===== src/rtl/rx_tcp_csum_output_ctrl_if.sv =====
// Bus between the TCP checksum engine response side and the downstream header/payload consumers.
// master is the controller's view; slave is the view of the logic around it.
`ifndef MAC_PADBYTES_W
`define MAC_PADBYTES_W 6
`endif

interface rx_tcp_csum_output_ctrl_if #(
  parameter int DATA_WIDTH = 256,
  parameter int KEEP_WIDTH = DATA_WIDTH / 8
);
  logic [DATA_WIDTH-1:0]        resp_tdata;
  logic [KEEP_WIDTH-1:0]        resp_tkeep;
  logic                         resp_tval;
  logic                         resp_trdy;
  logic                         resp_tlast;
  logic                         resp_csum_val;
  logic [15:0]                  resp_csum;
  logic                         resp_csum_rdy;
  logic                         dst_hdr_val;
  logic                         dst_hdr_rdy;
  logic [31:0]                  dst_src_ip;
  logic [31:0]                  dst_dst_ip;
  logic [159:0]                 dst_tcp_hdr;
  logic [15:0]                  dst_payload_len;
  logic                         dst_csum_ok;
  logic                         dst_data_val;
  logic [DATA_WIDTH-1:0]        dst_data;
  logic                         dst_data_rdy;
  logic                         dst_data_last;
  logic [`MAC_PADBYTES_W-1:0]   dst_data_padbytes;

  modport master (
    input  resp_tdata, resp_tkeep, resp_tval, resp_tlast, resp_csum_val, resp_csum,
           dst_hdr_rdy, dst_data_rdy,
    output resp_trdy, resp_csum_rdy, dst_hdr_val, dst_src_ip, dst_dst_ip, dst_tcp_hdr,
           dst_payload_len, dst_csum_ok, dst_data_val, dst_data, dst_data_last, dst_data_padbytes
  );

  modport slave (
    output resp_tdata, resp_tkeep, resp_tval, resp_tlast, resp_csum_val, resp_csum,
           dst_hdr_rdy, dst_data_rdy,
    input  resp_trdy, resp_csum_rdy, dst_hdr_val, dst_src_ip, dst_dst_ip, dst_tcp_hdr,
           dst_payload_len, dst_csum_ok, dst_data_val, dst_data, dst_data_last, dst_data_padbytes
  );
endinterface


===== src/rtl/rx_tcp_csum_output_ctrl.sv =====
// Strips the pseudo-header from beat 0, forwards options/payload, then emits a header record with pass/fail.
// Define RX_TCP_LEN_CHECK_EN to also require the forwarded byte count to match the pseudo-header length.
`ifndef MAC_PADBYTES_W
`define MAC_PADBYTES_W 6
`endif

module rx_tcp_csum_output_ctrl #(
  parameter int DATA_WIDTH = 256,
  parameter int KEEP_WIDTH = DATA_WIDTH / 8
) (
  input  logic                      clk,
  input  logic                      rst,
  rx_tcp_csum_output_ctrl_if.master bus
);
  localparam int PW = `MAC_PADBYTES_W;

  localparam logic [1:0] S_IDLE      = 2'd0;
  localparam logic [1:0] S_PAYLOAD   = 2'd1;
  localparam logic [1:0] S_WAIT_CSUM = 2'd2;
  localparam logic [1:0] S_HDR_OUT   = 2'd3;

  localparam logic [15:0] TCP_HDR_LEN = 16'd20;

  // Invalid bytes sit at the LSB end, so the pad count is the index of the lowest set keep bit.
  function automatic logic [PW-1:0] pad_count(input logic [KEEP_WIDTH-1:0] keep);
    logic [PW-1:0] n;
    n = PW'(KEEP_WIDTH);
    for (int i = KEEP_WIDTH - 1; i >= 0; i--)
      if (keep[i]) n = PW'(i);
    return n;
  endfunction

  function automatic logic [15:0] sat_payload_len(input logic [15:0] len);
    return (len < TCP_HDR_LEN) ? 16'd0 : len - TCP_HDR_LEN;
  endfunction

  logic [1:0]    state_q, state_d;
  logic [31:0]   src_ip_q, src_ip_d;
  logic [31:0]   dst_ip_q, dst_ip_d;
  logic [159:0]  tcp_hdr_q, tcp_hdr_d;
  logic [15:0]   tcp_len_q, tcp_len_d;
  logic          runt_q, runt_d;
  logic          csum_vld_q, csum_vld_d;
  logic [15:0]   csum_q, csum_d;

  logic          resp_trdy, resp_csum_rdy, dst_data_val, dst_hdr_val;
  logic          data_hs, csum_hs, len_ok;
  logic [PW-1:0] padbytes;

  assign padbytes = pad_count(bus.resp_tkeep);

  always_comb begin
    resp_trdy     = 1'b0;
    resp_csum_rdy = 1'b0;
    dst_data_val  = 1'b0;
    dst_hdr_val   = 1'b0;
    case (state_q)
      S_IDLE:      resp_trdy = 1'b1;
      S_PAYLOAD: begin
        resp_trdy     = bus.dst_data_rdy;
        dst_data_val  = bus.resp_tval;
        resp_csum_rdy = !csum_vld_q;
      end
      S_WAIT_CSUM: resp_csum_rdy = !csum_vld_q;
      S_HDR_OUT:   dst_hdr_val = 1'b1;
      default: ;
    endcase
  end

  assign data_hs = bus.resp_tval && resp_trdy;
  assign csum_hs = bus.resp_csum_val && resp_csum_rdy;

  always_comb begin
    state_d    = state_q;
    src_ip_d   = src_ip_q;
    dst_ip_d   = dst_ip_q;
    tcp_hdr_d  = tcp_hdr_q;
    tcp_len_d  = tcp_len_q;
    runt_d     = runt_q;
    csum_vld_d = csum_vld_q;
    csum_d     = csum_q;

    if (csum_hs) begin
      csum_vld_d = 1'b1;
      csum_d     = bus.resp_csum;
    end

    case (state_q)
      S_IDLE: begin
        if (data_hs) begin
          src_ip_d  = bus.resp_tdata[DATA_WIDTH-1 -: 32];
          dst_ip_d  = bus.resp_tdata[DATA_WIDTH-33 -: 32];
          tcp_len_d = bus.resp_tdata[175:160];
          tcp_hdr_d = bus.resp_tdata[159:0];
          runt_d    = bus.resp_tlast && !(&bus.resp_tkeep);
          state_d   = bus.resp_tlast ? S_WAIT_CSUM : S_PAYLOAD;
        end
      end
      S_PAYLOAD: begin
        if (data_hs && bus.resp_tlast) state_d = S_WAIT_CSUM;
      end
      S_WAIT_CSUM: begin
        if (csum_vld_q || csum_hs) state_d = S_HDR_OUT;
      end
      S_HDR_OUT: begin
        if (bus.dst_hdr_rdy) begin
          csum_vld_d = 1'b0;
          runt_d     = 1'b0;
          state_d    = S_IDLE;
        end
      end
      default: state_d = S_IDLE;
    endcase
  end

  always_ff @(posedge clk) begin
    if (rst) begin
      state_q    <= S_IDLE;
      src_ip_q   <= '0;
      dst_ip_q   <= '0;
      tcp_hdr_q  <= '0;
      tcp_len_q  <= '0;
      runt_q     <= 1'b0;
      csum_vld_q <= 1'b0;
      csum_q     <= '0;
    end else begin
      state_q    <= state_d;
      src_ip_q   <= src_ip_d;
      dst_ip_q   <= dst_ip_d;
      tcp_hdr_q  <= tcp_hdr_d;
      tcp_len_q  <= tcp_len_d;
      runt_q     <= runt_d;
      csum_vld_q <= csum_vld_d;
      csum_q     <= csum_d;
    end
  end

`ifdef RX_TCP_LEN_CHECK_EN
  logic [15:0] byte_cnt_q, byte_cnt_d;

  always_comb begin
    byte_cnt_d = byte_cnt_q;
    if (state_q == S_IDLE)
      byte_cnt_d = '0;
    else if (state_q == S_PAYLOAD && data_hs)
      byte_cnt_d = byte_cnt_q + (16'(KEEP_WIDTH) - 16'(padbytes));
  end

  always_ff @(posedge clk) begin
    if (rst) byte_cnt_q <= '0;
    else     byte_cnt_q <= byte_cnt_d;
  end

  assign len_ok = (byte_cnt_q + TCP_HDR_LEN) == tcp_len_q;
`else
  assign len_ok = 1'b1;
`endif

  assign bus.resp_trdy         = resp_trdy;
  assign bus.resp_csum_rdy     = resp_csum_rdy;
  assign bus.dst_hdr_val       = dst_hdr_val;
  assign bus.dst_src_ip        = src_ip_q;
  assign bus.dst_dst_ip        = dst_ip_q;
  assign bus.dst_tcp_hdr       = tcp_hdr_q;
  assign bus.dst_payload_len   = sat_payload_len(tcp_len_q);
  assign bus.dst_csum_ok       = (csum_q == 16'h0000) && !runt_q && len_ok;
  assign bus.dst_data_val      = dst_data_val;
  assign bus.dst_data          = bus.resp_tdata;
  assign bus.dst_data_last     = bus.resp_tlast;
  assign bus.dst_data_padbytes = padbytes;
endmodule


===== src/flat_wrapper.sv =====
// flat-port wrapper written by rule: the top's interface ports become plain ports
module rx_tcp_csum_output_ctrl_flat 
#(
  parameter int DATA_WIDTH = 256,
  parameter int KEEP_WIDTH = DATA_WIDTH / 8
)
  (clk, rst, bus_resp_tdata, bus_resp_tkeep, bus_resp_tval, bus_resp_tlast, bus_resp_csum_val, bus_resp_csum, bus_dst_hdr_rdy, bus_dst_data_rdy, bus_resp_trdy, bus_resp_csum_rdy, bus_dst_hdr_val, bus_dst_src_ip, bus_dst_dst_ip, bus_dst_tcp_hdr, bus_dst_payload_len, bus_dst_csum_ok, bus_dst_data_val, bus_dst_data, bus_dst_data_last, bus_dst_data_padbytes);
  rx_tcp_csum_output_ctrl_if #(.DATA_WIDTH(DATA_WIDTH), .KEEP_WIDTH(KEEP_WIDTH)) bus_i ();
  input  logic clk;
  input  logic rst;
  input wire logic [$bits(bus_i.resp_tdata)-1:0] bus_resp_tdata;
  input wire logic [$bits(bus_i.resp_tkeep)-1:0] bus_resp_tkeep;
  input wire logic [$bits(bus_i.resp_tval)-1:0] bus_resp_tval;
  input wire logic [$bits(bus_i.resp_tlast)-1:0] bus_resp_tlast;
  input wire logic [$bits(bus_i.resp_csum_val)-1:0] bus_resp_csum_val;
  input wire logic [$bits(bus_i.resp_csum)-1:0] bus_resp_csum;
  input wire logic [$bits(bus_i.dst_hdr_rdy)-1:0] bus_dst_hdr_rdy;
  input wire logic [$bits(bus_i.dst_data_rdy)-1:0] bus_dst_data_rdy;
  output wire logic [$bits(bus_i.resp_trdy)-1:0] bus_resp_trdy;
  output wire logic [$bits(bus_i.resp_csum_rdy)-1:0] bus_resp_csum_rdy;
  output wire logic [$bits(bus_i.dst_hdr_val)-1:0] bus_dst_hdr_val;
  output wire logic [$bits(bus_i.dst_src_ip)-1:0] bus_dst_src_ip;
  output wire logic [$bits(bus_i.dst_dst_ip)-1:0] bus_dst_dst_ip;
  output wire logic [$bits(bus_i.dst_tcp_hdr)-1:0] bus_dst_tcp_hdr;
  output wire logic [$bits(bus_i.dst_payload_len)-1:0] bus_dst_payload_len;
  output wire logic [$bits(bus_i.dst_csum_ok)-1:0] bus_dst_csum_ok;
  output wire logic [$bits(bus_i.dst_data_val)-1:0] bus_dst_data_val;
  output wire logic [$bits(bus_i.dst_data)-1:0] bus_dst_data;
  output wire logic [$bits(bus_i.dst_data_last)-1:0] bus_dst_data_last;
  output wire logic [$bits(bus_i.dst_data_padbytes)-1:0] bus_dst_data_padbytes;
  assign bus_i.resp_tdata = bus_resp_tdata;
  assign bus_i.resp_tkeep = bus_resp_tkeep;
  assign bus_i.resp_tval = bus_resp_tval;
  assign bus_i.resp_tlast = bus_resp_tlast;
  assign bus_i.resp_csum_val = bus_resp_csum_val;
  assign bus_i.resp_csum = bus_resp_csum;
  assign bus_i.dst_hdr_rdy = bus_dst_hdr_rdy;
  assign bus_i.dst_data_rdy = bus_dst_data_rdy;
  assign bus_resp_trdy = bus_i.resp_trdy;
  assign bus_resp_csum_rdy = bus_i.resp_csum_rdy;
  assign bus_dst_hdr_val = bus_i.dst_hdr_val;
  assign bus_dst_src_ip = bus_i.dst_src_ip;
  assign bus_dst_dst_ip = bus_i.dst_dst_ip;
  assign bus_dst_tcp_hdr = bus_i.dst_tcp_hdr;
  assign bus_dst_payload_len = bus_i.dst_payload_len;
  assign bus_dst_csum_ok = bus_i.dst_csum_ok;
  assign bus_dst_data_val = bus_i.dst_data_val;
  assign bus_dst_data = bus_i.dst_data;
  assign bus_dst_data_last = bus_i.dst_data_last;
  assign bus_dst_data_padbytes = bus_i.dst_data_padbytes;
  rx_tcp_csum_output_ctrl #(.DATA_WIDTH(DATA_WIDTH), .KEEP_WIDTH(KEEP_WIDTH)) u_core (.clk(clk), .rst(rst), .bus(bus_i));
endmodule

===== config.mk =====
export PLATFORM = sky130hd
export DESIGN_NAME = rx_tcp_csum_output_ctrl_flat
export DESIGN_NICKNAME = d
export VERILOG_FILES = /design/src/rtl/rx_tcp_csum_output_ctrl_if.sv /design/src/rtl/rx_tcp_csum_output_ctrl.sv /design/src/flat_wrapper.sv
export SDC_FILE = /design/constraint.sdc
export NUM_CORES = 1
export LEC_CHECK = 0
export BUFFER_PORTS_ARGS = -buffer_cell sky130_fd_sc_hd__buf_2
export CAP_MARGIN = 0
export CELL_PAD_IN_SITES_DETAIL_PLACEMENT = 2
export CELL_PAD_IN_SITES_GLOBAL_PLACEMENT = 2
export CORE_AREA = 10 10 308 310
export CTS_CLUSTER_DIAMETER = 80
export DETAILED_ROUTE_END_ITERATION = 8
export DIE_AREA = 0 0 318 320
export MAX_ROUTING_LAYER = met4
export PLACE_DENSITY = 0.64
export SLEW_MARGIN = 20
export SYNTH_ARGS = -nofsm -noshare
export SYNTH_HDL_FRONTEND = slang
export SYNTH_SLANG_ARGS = --single-unit

===== constraint.sdc =====
create_clock -name clk -period 2.6 [get_ports clk]
set_input_delay 0.26 -clock clk [delete_from_list [all_inputs] [get_ports clk]]
set_output_delay 0.26 -clock clk [all_outputs]
set_load 0.01 [all_outputs]

* Yosys cells after proc, flatten, opt, wreduce, memory -nomap -nowiden *
Index checks and enable logic that the tools add are counted.

word-level totals
  input port bits = 311
  output and inout bits = 508
  register bits = 260
  word-level logic and storage cells = 83

operators by class
  $add $sub $neg = 1
  eq/ne operators = 7
  reductions and logical operators = 17
  multiplexer cells = 49
  magnitude comparators = 1

operators with widths
  kind                                                 number
  two-way mux 6 bit                                    32
  AND reduction 32 bit                                 1
  zero test 16 bit                                     1
  < comparator 16 x 5 -> 1 bit, second input constant  1
  two-way mux 16 bit                                   1
  subtractor 16 x 5 -> 16 bit, second input constant   1
  two-way mux 2 bit                                    5
  two-way mux 1 bit                                    8
  case mux 2 bit (4 select lines)                      1
  != test 2 x 1 -> 1 bit, second input constant        3
  logical AND 1 bit                                    5
  == test 2 bit, second input constant                 2
  case mux 1 bit (2 select lines)                      2
  AND reduction 4 bit                                  1
  zero test 1 bit                                      3
  AND reduction 3 bit                                  1
  == test 2 x 1 -> 1 bit, second input constant        1
  zero test 2 bit                                      1
  != test 2 bit, second input constant                 1
  AND reduction 2 bit                                  1
  nonzero test 2 bit                                   1
  OR reduction 2 bit                                   1
  logical OR 1 bit                                     1

* Logic depth before layout (Yosys ltp) *
  word-level depth = 32
  mapped depth = 8
  mapped depth without buffers = 7

* Worst setup path after synthesis *
OpenSTA, ideal clock, no wires.

  kind = register to output
  start = register u_core.tcp_len_q[5]
  end = output port bus_dst_payload_len[12]
  stages on the path, launching flop included = 6
  arrival time = 1.729 ns
  path buffers = 0
  setup slack = 0.611 ns
  required time = 2.340 ns
  path through = dfxtp_1 or4_4 nor3_2 nand2b_2 or4_1 nand2_1

on the way
  word-level cells in the longest chain between the ends = 2
  elaborated cells between the ends (all ways) = 3
  classes of those cells = add/sub (1); order compare (1); mux (1)

RTL lines
  element                                                                      line                            source
  start: declaration                                                           rx_tcp_csum_output_ctrl.sv:41   logic [15:0] tcp_len_q, tcp_len_d;
  start signal: assignment                                                     rx_tcp_csum_output_ctrl.sv:131  tcp_len_q <= tcp_len_d;
  subtractor 16 x 5 -> 16 bit or < comparator 16 x 5 -> 1 bit (tied branches)  rx_tcp_csum_output_ctrl.sv:34   return (len < TCP_HDR_LEN) ? 16'd0 : len - TCP_HDR_LEN;
  two-way mux 16 bit *                                                         rx_tcp_csum_output_ctrl.sv:34
  end: declaration                                                             flat_wrapper.sv:25              output wire logic [$bits(bus_i.dst_payload_len)-1:0] bus_dst_payload_len;

Every way passes the cells marked *; elsewhere a longest branch is shown, timed or not.

* Worst setup path after layout *
  start = register u_core.tcp_len_q[6]
  end = output port bus_dst_payload_len[4]

on the way
  word-level cells in the longest chain between the ends = 2

RTL lines
  element                       line
  < comparator 16 x 5 -> 1 bit  rx_tcp_csum_output_ctrl.sv:34
  two-way mux 16 bit            rx_tcp_csum_output_ctrl.sv:34

Every way passes these cells.

==> metrics.md <==
| Metric | Value |
|---|---|
| Outcome | `finished with violations` |
| Failing checks | `negative setup slack` |
| Worst path cell trace | `or4_4, nor3_4, nand2b_4, nor4_4, buf_6, nor3_1, buf_2` |
| Share of cells above drive strength 1 | `38.4%` |
| H-Tree Depth | `2` |
| Synthesized area per cell | `between 7 and 8 um^2` |
| Antenna viol nets, final | `0` |
| CTS Sinks | `260` |
| Core area | `88200 um^2` |
| Post-synth design cell area | `11700 um^2` |
| Pwr dens | `836 nW/um^2` |
| Fin. Hold Viols | `0` |
| Total grt overflow | `0` |
| Total of max-cap violations | `0` |
| Kind of critical path | `flip-flop to output port` |
| Via density | `3.79` |
| Fraction of registers with async set/reset | `0%` |
| Detailed-route DRC error count | `0` |
| Worst hold margin | `approximately 0.047 ns` |
| Total GRT Usage | `12.8%` |
| WL per Instance | `19.0 um` |
| Initial DRT Pass Iterations | `4` |
| Largest net degree at the start of global routing | `74` |
| Synthesis-to-finish area growth | `62.9%` |
| NumNets Final | `2633` |
| Worst Tran Pin Value | `~0.75 ns` |
| Die Y | `320 um` |
| Worst Setup Slack, final | `-0.0962 ns` |
| Routed wire length | `66800 um` |
| EDFF count, synth | `0` |
| Starting Density | `13.2%` |
| Register area share after synthesis | `44.6%` |
| Post-place setup slack | `0.350 ns` |
| TritonCTS buffer count | `36` |
| Crit path max-delay family | `simple AND/OR/NAND/NOR gates` |
| Filler instances | `10400` |
| Final Cycle Share | `104%` |
| Die Wd | `between 300 and 400 um` |
| DRT iter0 DRCs | `about 450` |
| Final min period | `2.70 ns` |
| Endpoints failing setup | `16` |
| Max Freq | `371 MHz` |
| Critical path arrival | `2.44 ns` |
| Placed wire-length estimate | `48800 um` |
| Post-Route Skew | `a little over 0.02 ns` |
| Crit-path max FO | `7` |
| Most common cell after layout, fill and taps aside | `buf_2` |
| Reg clk slew, reported paths | `approximately 0.05 ns` |
| #FFs+latches synth | `260` |
| Row cnt | `109` |
| Worst setup SP type | `flip-flop` |
| Clock buffer depth | `3` |
| Global-route wire length before repair | `roughly 98000 um` |
| Worst IR drop on VDD | `about 320 uV` |
| Post-route core utilization | `21.5%` |
| Syn_nets | `1855` |
| Vias | `13300` |
| Max stage delay on crit path | `0.53 ns` |
| Yosys warning count | `0` |
| Relative slew slack | `49.7%` |
| Routability congestion estimate | `roughly 0.83` |
| IO buf count | `a little under 800` |
| HP Class | `primary input to flip-flop` |
| Top FF cell, synth | `dfxtp_1` |
| Reg2reg setup slack | `0.55 ns` |
| CP max-delay cell | `or4_4` |
| CTS tree | `yes` |
| Worst-Skew Late Latency | `0.54 ns` |
| Initial antenna violation count | `8` |
| CP Capture Type | `output port` |
| RSZ-0062 raised after global routing | `yes` |
| Count of different cell masters after synthesis | `45` |
| Root buf cell | `clkbuf_16` |
| Most frequent cells in the layout | `782 x buf_2, 522 x nand2_1, 268 x a21oi_1` |
| Cells after synthesis | `approximately 1500` |
| Data required, critical path | `around 2.3 ns` |
| Final Max Slew Viols | `0` |
| DIE AREA | `between 100000 and 150000 um^2` |
| I/O Pins | `819` |
| Static leakage | `slightly below 0.009 uW` |
| Number of global-route vias before repair | `15200` |
| WP buf/inv | `2` |
[per-stage QoR]
stage / std cells / total power, uW / area, um^2 / TNS (ns)
after floorplan: 1539 / 8180 / 11700 / 0
after global placement: 3186 / 10700 / 15200 / 0
after detailed placement: 3186 / 10800 / 15200 / 0
after CTS: 3504 / 16200 / 19000 / -1.62
after global routing: 3512 / 17000 / 19000 / -3.34
final: 3512 / 15900 / 19000 / -1.15
[cells by family (layout without fill, tap and decap cells)]
| kind of cell | after synthesis | after routing | share of synthesized area, % |
|---|---|---|---|
| AO/OA/AOI/OAI | 297 | 297 | 13.2 |
| other | 0 | 6 | 0 |
| AND/OR/NAND/NOR | 614 | 614 | 21.2 |
| multiplexers | 2 | 2 | 0.182 |
| XOR/XNOR | 6 | 6 | 0.451 |
| flip-flops | 260 | 260 | 44.6 |
| buffers and inverters | 355 | 1157 | 19.8 |
| adder cells (fa/ha/maj) | 5 | 5 | 0.536 |
[worst register-to-register path: stages, from the launching register on]
cell and delay, ns:
dfxtp_1 0.34, inv_1 0.10, ha_1 0.41, and2_4 0.26, buf_12 0.18, buf_4 0.36, nand2_1 0.13, a21oi_1 0.19
[what timing repair did]
item / CTS / global route
setup buffers: 5 / 2
hold buffers: 250 / 0
cloned: 1 / 0
hold endpoints to repair: 250 / 0
setup endpoints to repair: 16 / 16
pin swaps: 7 / 1
resized for setup: 19 / 5
[synthesized netlist by cell type (2+ instances only)]
library cell / count / area, um^2
nor4_1: 12 / 75.1
o31ai_1: 5 / 37.5
o21ai_0: 8 / 40.0
nor3_1: 9 / 45.0
inv_1: 11 / 41.3
nand2_1: 525 / 1970
or3_1: 2 / 12.5
a21oi_1: 269 / 1350
buf_4: 257 / 1930
or4_1: 4 / 30.0
xor2_1: 2 / 17.5
a2111oi_0: 2 / 17.5
nor2_1: 33 / 124
and2_1: 2 / 12.5
xnor2_1: 4 / 35.0
buf_1: 5 / 18.8
nor2b_1: 8 / 50.1
ha_1: 5 / 62.6
clkbuf_1: 81 / 304
nand4_1: 9 / 56.3
dfxtp_1: 260 / 5200
a211oi_1: 3 / 22.5
[path summary, 6_finish.rpt]
check                                                from                           to  depth (start not counted)
worst max-delay path                  u_core.tcp_len_q[6]       bus_dst_payload_len[4]                          7
worst min-delay path                  bus_resp_tdata[148]  u_core.bus.dst_tcp_hdr[148]                          3
worst max register to register          u_core.state_q[0]    u_core.bus.dst_dst_ip[28]                          7
worst min register to register  u_core.bus.dst_tcp_hdr[5]    u_core.bus.dst_tcp_hdr[5]                          2
[state kept, by name, indices dropped and copies added, names as in the netlist]
register and flops:
u_core.tcp_len_q 16, u_core.runt_q 1, u_core.bus.dst_dst_ip 32, u_core.csum_vld_q 1
u_core.bus.dst_tcp_hdr 160, u_core.state_q 2, u_core.csum_q 16, u_core.bus.dst_src_ip 32
[report_power, final]
part	switching, uW	internal [uW]	total, uW	leakage, uW
Sequential	418	4730	5150	0.00213
Combinational	3650	2330	5980	0.00606
Clock	1930	2830	4760	0.000536
[layer usage]
metal	part of all wire, %	up-vias	global-route usage [%]	wire length (um)
met4	3.3	0	4.68	2200
met1	37	6389	12.7	24700
met2	53	511	23.5	35400
met5	0	-	-	0
li1	-	6290	-	-
met3	6.7	111	3.69	4460
[final cells by class]
type | instances | area, um^2 | area share (%)
Antenna cell | 6 | 15.0 | 0.0790
Clock buffer | 52 | 982 | 5.17
Clock inverter | 10 | 115 | 0.606
Inverter | 11 | 41.3 | 0.217
Multi-Input combinational cell | 924 | 4230 | 22.2
Sequential cell | 260 | 5210 | 27.4
Tap cell | 1165 | 1460 | 7.67
Timing Repair Buffer | 1084 | 6950 | 36.6
Note: power is estimated with default switching activity, not from simulation.
